--- src/rtl/nn_layer_sequencer.sv ---
// Sequences a chain of neural-net layer stages: latches the inputs, starts each stage in turn,
// waits for its done with a per-stage watchdog, and captures the final-stage result.
module nn_layer_sequencer #(
  parameter int NUM_STAGES       = 3,
  parameter int TIMEOUT_CYCLES   = 1023,
  parameter int BIT_WIDTH        = 9,
  parameter int num_input_units  = 2,
  parameter int num_output_units = 1
) (
  input  logic                                         clk,
  input  logic                                         rst,
  input  logic                                         start,
  input  logic                                         abort,
  input  logic [num_input_units-1:0][BIT_WIDTH-1:0]    inputs,
  output logic [num_input_units-1:0][BIT_WIDTH-1:0]    layer_inputs,
  output logic [NUM_STAGES-1:0]                        stage_start,
  input  logic [NUM_STAGES-1:0]                        stage_done,
  input  logic [num_output_units-1:0][BIT_WIDTH-1:0]   stage_outputs,
  output logic [num_output_units-1:0][BIT_WIDTH-1:0]   outputs,
  output logic                                         busy,
  output logic                                         done,
  output logic                                         error
);

  localparam int KW = (NUM_STAGES > 1) ? $clog2(NUM_STAGES) : 1;
  localparam int TW = $clog2(TIMEOUT_CYCLES + 1);

  typedef enum logic [1:0] {IDLE, LAUNCH, WAIT, FINISH} state_t;

  state_t        state, next_state;
  logic [KW-1:0] k, next_k;
  logic [TW-1:0] timer, next_timer;
  logic          err_set;
  logic          do_latch;

  always_comb begin
    next_state = state;
    next_k     = k;
    next_timer = timer;
    err_set    = 1'b0;
    do_latch   = 1'b0;
    case (state)
      IDLE: begin
        if (start && !abort) begin
          do_latch   = 1'b1;
          next_k     = '0;
          next_state = LAUNCH;
        end
      end
      LAUNCH: begin
        next_timer = '0;
        next_state = WAIT;
      end
      WAIT: begin
        // A done arriving on the last allowed cycle beats the watchdog.
        if (stage_done[k]) begin
          if (k == KW'(NUM_STAGES - 1)) begin
            next_state = FINISH;
          end else begin
            next_k     = k + 1'b1;
            next_state = LAUNCH;
          end
        end else if (timer == TW'(TIMEOUT_CYCLES - 1)) begin
          err_set    = 1'b1;
          next_state = IDLE;
        end else begin
          next_timer = timer + 1'b1;
        end
      end
      FINISH: begin
        next_state = IDLE;
      end
      default: begin
        next_state = IDLE;
      end
    endcase
    if (abort && state != IDLE) begin
      next_state = IDLE;
      err_set    = 1'b0;
    end
  end

  // Outputs are registered from the next-state decision, so a pulse or result appears in the cycle
  // the FSM enters the matching state; an abort that redirects to IDLE also suppresses them.
  always_ff @(posedge clk) begin
    if (rst) begin
      state        <= IDLE;
      k            <= '0;
      timer        <= '0;
      stage_start  <= '0;
      done         <= 1'b0;
      busy         <= 1'b0;
      error        <= 1'b0;
      outputs      <= '0;
      layer_inputs <= '0;
    end else begin
      state       <= next_state;
      k           <= next_k;
      timer       <= next_timer;
      stage_start <= (next_state == LAUNCH) ? (NUM_STAGES'(1) << next_k) : '0;
      done        <= (next_state == FINISH);
      busy        <= (next_state != IDLE);
      if (do_latch) begin
        layer_inputs <= inputs;
        error        <= 1'b0;
      end else if (err_set) begin
        error <= 1'b1;
      end
      if (next_state == FINISH) begin
        outputs <= stage_outputs;
      end
    end
  end

endmodule
--- config.mk ---
export PLATFORM = sky130hd
export DESIGN_NAME = nn_layer_sequencer
export DESIGN_NICKNAME = d
export VERILOG_FILES = /design/src/rtl/nn_layer_sequencer.sv
export SDC_FILE = /design/constraint.sdc
export NUM_CORES = 1
export LEC_CHECK = 0
export CORE_ASPECT_RATIO = 1.1
export CORE_MARGIN = 2
export CORE_UTILIZATION = 39
export CTS_CLUSTER_SIZE = 12
export DETAILED_ROUTE_END_ITERATION = 10
export HOLD_SLACK_MARGIN = 0.1
export MAX_ROUTING_LAYER = met4
export PLACE_DENSITY_LB_ADDON = 0.3
export SLEW_MARGIN = 20
export SYNTH_ARGS = -nofsm -noshare
export SYNTH_HDL_FRONTEND = slang
export SYNTH_SLANG_ARGS = --single-unit
--- constraint.sdc ---
create_clock -name clk -period 4.7 [get_ports clk]
set_input_delay 0.94 -clock clk [delete_from_list [all_inputs] [get_ports clk]]
set_output_delay 0.94 -clock clk [all_outputs]
set_load 0.03 [all_outputs]
# After elaboration in Yosys (flattened, before gate mapping)

Cells that the tools add are included.

Add/subtract/negate cells: 2
Order comparisons: 1
Eq/ne operators: 9
Shift-type cells: 1
Muxes and demuxes: 21
Bitwise logic cells: 1
Reductions and logical operators: 10

Operator list:

| operator                                            | count |
|---|---|
| 2-to-1 mux 10 bit                                   | 2 |
| one-hot mux 10 bit (2 select lines)                 | 1 |
| 2-to-1 mux 2 bit                                    | 8 |
| adder 10 x 1 -> 10 bit, second input constant       | 1 |
| equality test 10 bit, second input constant         | 1 |
| equality test 2 bit, second input constant          | 4 |
| one-hot mux 2 bit (4 select lines)                  | 1 |
| 2-to-1 mux 1 bit                                    | 7 |
| nonzero test 2 bit                                  | 3 |
| equality test 2 x 1 -> 1 bit, second input constant | 2 |
| != test 2 bit, second input constant                | 2 |
| one-hot mux 2 bit (2 select lines)                  | 1 |
| OR reduction 2 bit                                  | 2 |
| < comparator 2 x 3 -> 1 bit, second input constant  | 1 |
| AND reduction 3 bit                                 | 1 |
| << shifter 1 x 2 -> 3 bit, first input constant     | 1 |
| adder 2 x 1 -> 2 bit, second input constant         | 1 |
| binary-select mux 1 bit (select 2 bit)              | 1 |
| logical AND 1 bit                                   | 2 |
| zero test 2 bit                                     | 1 |
| zero test 1 bit                                     | 1 |
| NOT 1 bit                                           | 1 |

Register bits after elaboration: 47
Input port bits: 34
Output and inout bits: 33
Word-level logic and storage cells: 55

# Logic depth before layout (Yosys ltp)

Depth after elaboration: 8
Gate-level depth with buffers: 7
Mapped depth without buffers: 6

# Worst setup path before layout

OpenSTA, ideal clock, no wires.

Path kind: input -> register
Start point: input stage_done[0]
End point: register timer[7]
Library setup time: 70 ps
Arrival time: 2227 ps
Required time: 4630 ps
Slack: 2403 ps
Stages: 4
Path buffers: 0
Cell sequence: mux2_4 -> a2111o_1 -> or4_1 -> a21boi_1

Cells in the longest elaborated chain, start to end: 4

RTL lines:

| what                                   | RTL line | RTL |
|---|---|---|
| from (decl)                            | 17       | `input logic [NUM_STAGES-1:0] stage_done,` |
| binary-select mux 1 bit (select 2 bit) | 56       | `if (stage_done[k]) begin` |
| 2-to-1 mux 1 bit (implied by the code) | 56       |  |
| != test 2 bit (no source line)         | -        |  |
| AND reduction 3 bit (no source line)   | -        |  |
| to (signal assigned)                   | 99       | `timer <= next_timer;` |
| to (decl)                              | 32       | `logic [TW-1:0] timer, next_timer;` |

No other way between the ends. The select of a mux whose other input is x is not followed.
A chain may end at the register's enable or synchronous reset.

# Final worst setup path

Start point: input stage_done[0]
End point: register timer[5]

The elaborated chain is that of the path after synthesis.

==> results.cfg <==
[clock_network]
cts.sinks = 47
cts_tree = done
cts_buffers = 5
htree_levels = 2
clock_path_buffers = 2
clk_pin_slew_ps = 80
cts_setup_buffers = 0
hold_buffers = 0
cts_resized = 0
cts_root_buffer = clkbuf_8
clock_latency_ps = 290

[job]
cap_violations = 0

[sta]
finalCritPeriodShare = 0.538
timing.max_slew.rel_slack = 0.425
worst-slew-pin-transition_ps = 863
setup_tns_ps = 0
setup_viol = 0
finalClockSkew_ps = 1.74
setup_slack_ps = 2170
finalHoldViolations = 0
whs_ps = 456
rsz0062_at_grt = no
period_needed_ps = 2530
fmax_mhz = 395
finalMaxSlewViolations = 0

[global_routing]
grt_max_degree = 41
grt_usage = 0.181
overflow = 0
antenna_found_initial = 0
grt_pass1_wl_mm = 8.17
grt_pass1_vias = 1876

[synth]
syn_avg_cell_area_um2 = 8.28
synth_area_leader_cell = dfxtp_1
synth-seq-cells = 47
syn_nets = 285
synth_cells = 247
netlist-cell-type-count = 37
netlist.area_leader.share = 0.460
synth_ff_type = dfxtp_1
async_reset_ff_frac = 0
synth-edff-count = 0
ys_seq_area_frac = 0.460
synth_area_um2 = 2050
yosys_warnings = 0
yosys-top-cells-area = dfxtp_1, a21oi_1, nand2_1

[critical_path]
start_kind = primary input
path_cells = clkdlybuf4s50_1 -> mux2_4 -> a2111o_1 -> or4_1 -> a21boi_1
crit_type = in -> reg
timing.rr.start = state[1]
cp_max_fo = 8
crit_path_top_delay_cell = a2111o_1
cp-end-kind = flop
ff2ff_setup_slack_ps = 2590
worstPathArrival_ps = 2750
worst_r2r_path_depth = 4
max_stage_delay_ps = 510
crit_required_ps = 4920
timing.rr.end = busy

[power_and_ir_drop]
vdd_ir_drop_max_v = 0.000182
power.leakage_nw = 0.962
p_per_area_nw_per_um2 = 269

[placed_design]
dp_cells = 359
gp_congestion = 0.892
place_ws_ps = 1860
place_hpwl_mm = 3.38
io_buffer_count = 66

[detailed_routing]
wire_per_inst_um = 13.0
drtIter0Drc = 86
drc_errors = 0
via_count = 1946
vias_per_cell = 5.32
ant_nets = 0
drt_wl_total_mm = 4.75
drt-pass1-iter-count = 4

[final_layout]
drive_gt1_frac = 0.0455
final_cell_mix = clkdlybuf4s50_1, dfxtp_1, nand2_1
layout_commonest_cell = clkdlybuf4s50_1
syn2layout_area_growth_pct = 38.7
final_cells = 366
fin_nets = 346
n_antenna_cell = 0

[die]
pin_count = 67
num_rows = 27
core_area_um2 = 5030
die_w_um = 73.1
start_util = 0.406
die-area_um2 = 5840
die_y_um = 80.0

[min_path]
hp-start = layer_inputs[16]
holdPathStages = 2
holdCritPathClass = reg -> reg
whs_endpoint = layer_inputs[16]

[run_status]
status = finished, final reports clean
layout make-up:
type	instances	area, µm²
flip-flops and latches	47	941
fillers	451	2200
inverters	5	18.8
repair buffers	69	683
clock inverters	1	5.00
well taps	58	72.6
clock buffers	6	82.6
multi-input cells	180	1030
worst max-delay path: cells and delay by family:
kind / cells / cell delay [ps]
buffers and inverters: 1 / 430
and+or+nand+nor: 1 / 420
AOI/OAI and AO/OA: 2 / 660
muxes: 1 / 300
cells in the mapped netlist, types with 2 or more instances:
library cell,instances
o21ai_0,13
a21boi_1,2
nand3_1,12
o31ai_1,3
o21a_1,5
inv_1,5
or4_1,4
ha_1,4
or3_1,6
nor2_1,7
nand2_1,43
nor4_1,3
buf_1,2
nor3_1,8
and4_1,2
nand2b_1,5
mux2i_1,4
o211ai_1,2
a21oi_1,33
nand4_1,3
dfxtp_1,47
nand3b_1,2
nor2b_1,4
o31a_1,4
clkbuf_1,12
routing by layer:
metal | vias to the layer above | part of all wire | wire length, µm | GRT usage
met5 | - | 0 | 0 | -
met3 | 4 | 0.055 | 262 | 0.0543
met4 | 0 | 0.0091 | 43 | 0.0556
met2 | 48 | 0.48 | 2280 | 0.285
li1 | 994 | - | - | -
met1 | 900 | 0.46 | 2160 | 0.224
registers in the layout, indices dropped and copies added, names as in the netlist:
name / flops
busy: 1
done: 1
error: 1
k: 2
layer_inputs: 18
outputs: 9
stage_start: 3
state: 2
timer: 10
kinds of logic after synthesis:
family,share of synthesized area
AOI/OAI and AO/OA,0.201
and+or+nand+nor,0.251
muxes,0.0269
adders and majority gates,0.0245
DFF,0.460
buffers and inverters,0.0373
through the flow:
| step | utilization | total power, mW | instance area (µm²) |
|---|---|---|---|
| 2_1_floorplan | - | 0.478 | 2050 |
| 3_3_place_gp | 0.546 | 0.534 | 2750 |
| 3_5_place_dp | 0.546 | 0.534 | 2750 |
| 4_1_cts | 0.564 | 0.776 | 2840 |
| 5_1_grt | 0.564 | 0.807 | 2840 |
| 6_report | 0.564 | 0.764 | 2840 |
power breakdown:
group          internal [mW]  total, mW  switching (mW)
logic                 0.0538      0.109          0.0554
clock network          0.115      0.240           0.124
registers              0.408      0.415         0.00674
total                  0.578      0.764           0.187
how the worst max path moves through the flow:
| stage | slack [ps] | start | cells past startpoint | to |
|---|---|---|---|---|
| detailed placement | 1860 | stage_done[0] | 5 | timer[5] |
| global placement | 1880 | stage_done[0] | 5 | stage_start[2] |
| finish | 2170 | stage_done[0] | 5 | timer[5] |
| floorplan | 2400 | stage_done[0] | 4 | timer[7] |
| CTS | 2170 | stage_done[0] | 5 | timer[5] |
| global route | 2090 | stage_done[1] | 5 | outputs[5] |
(Power assumes the default switching activity.)
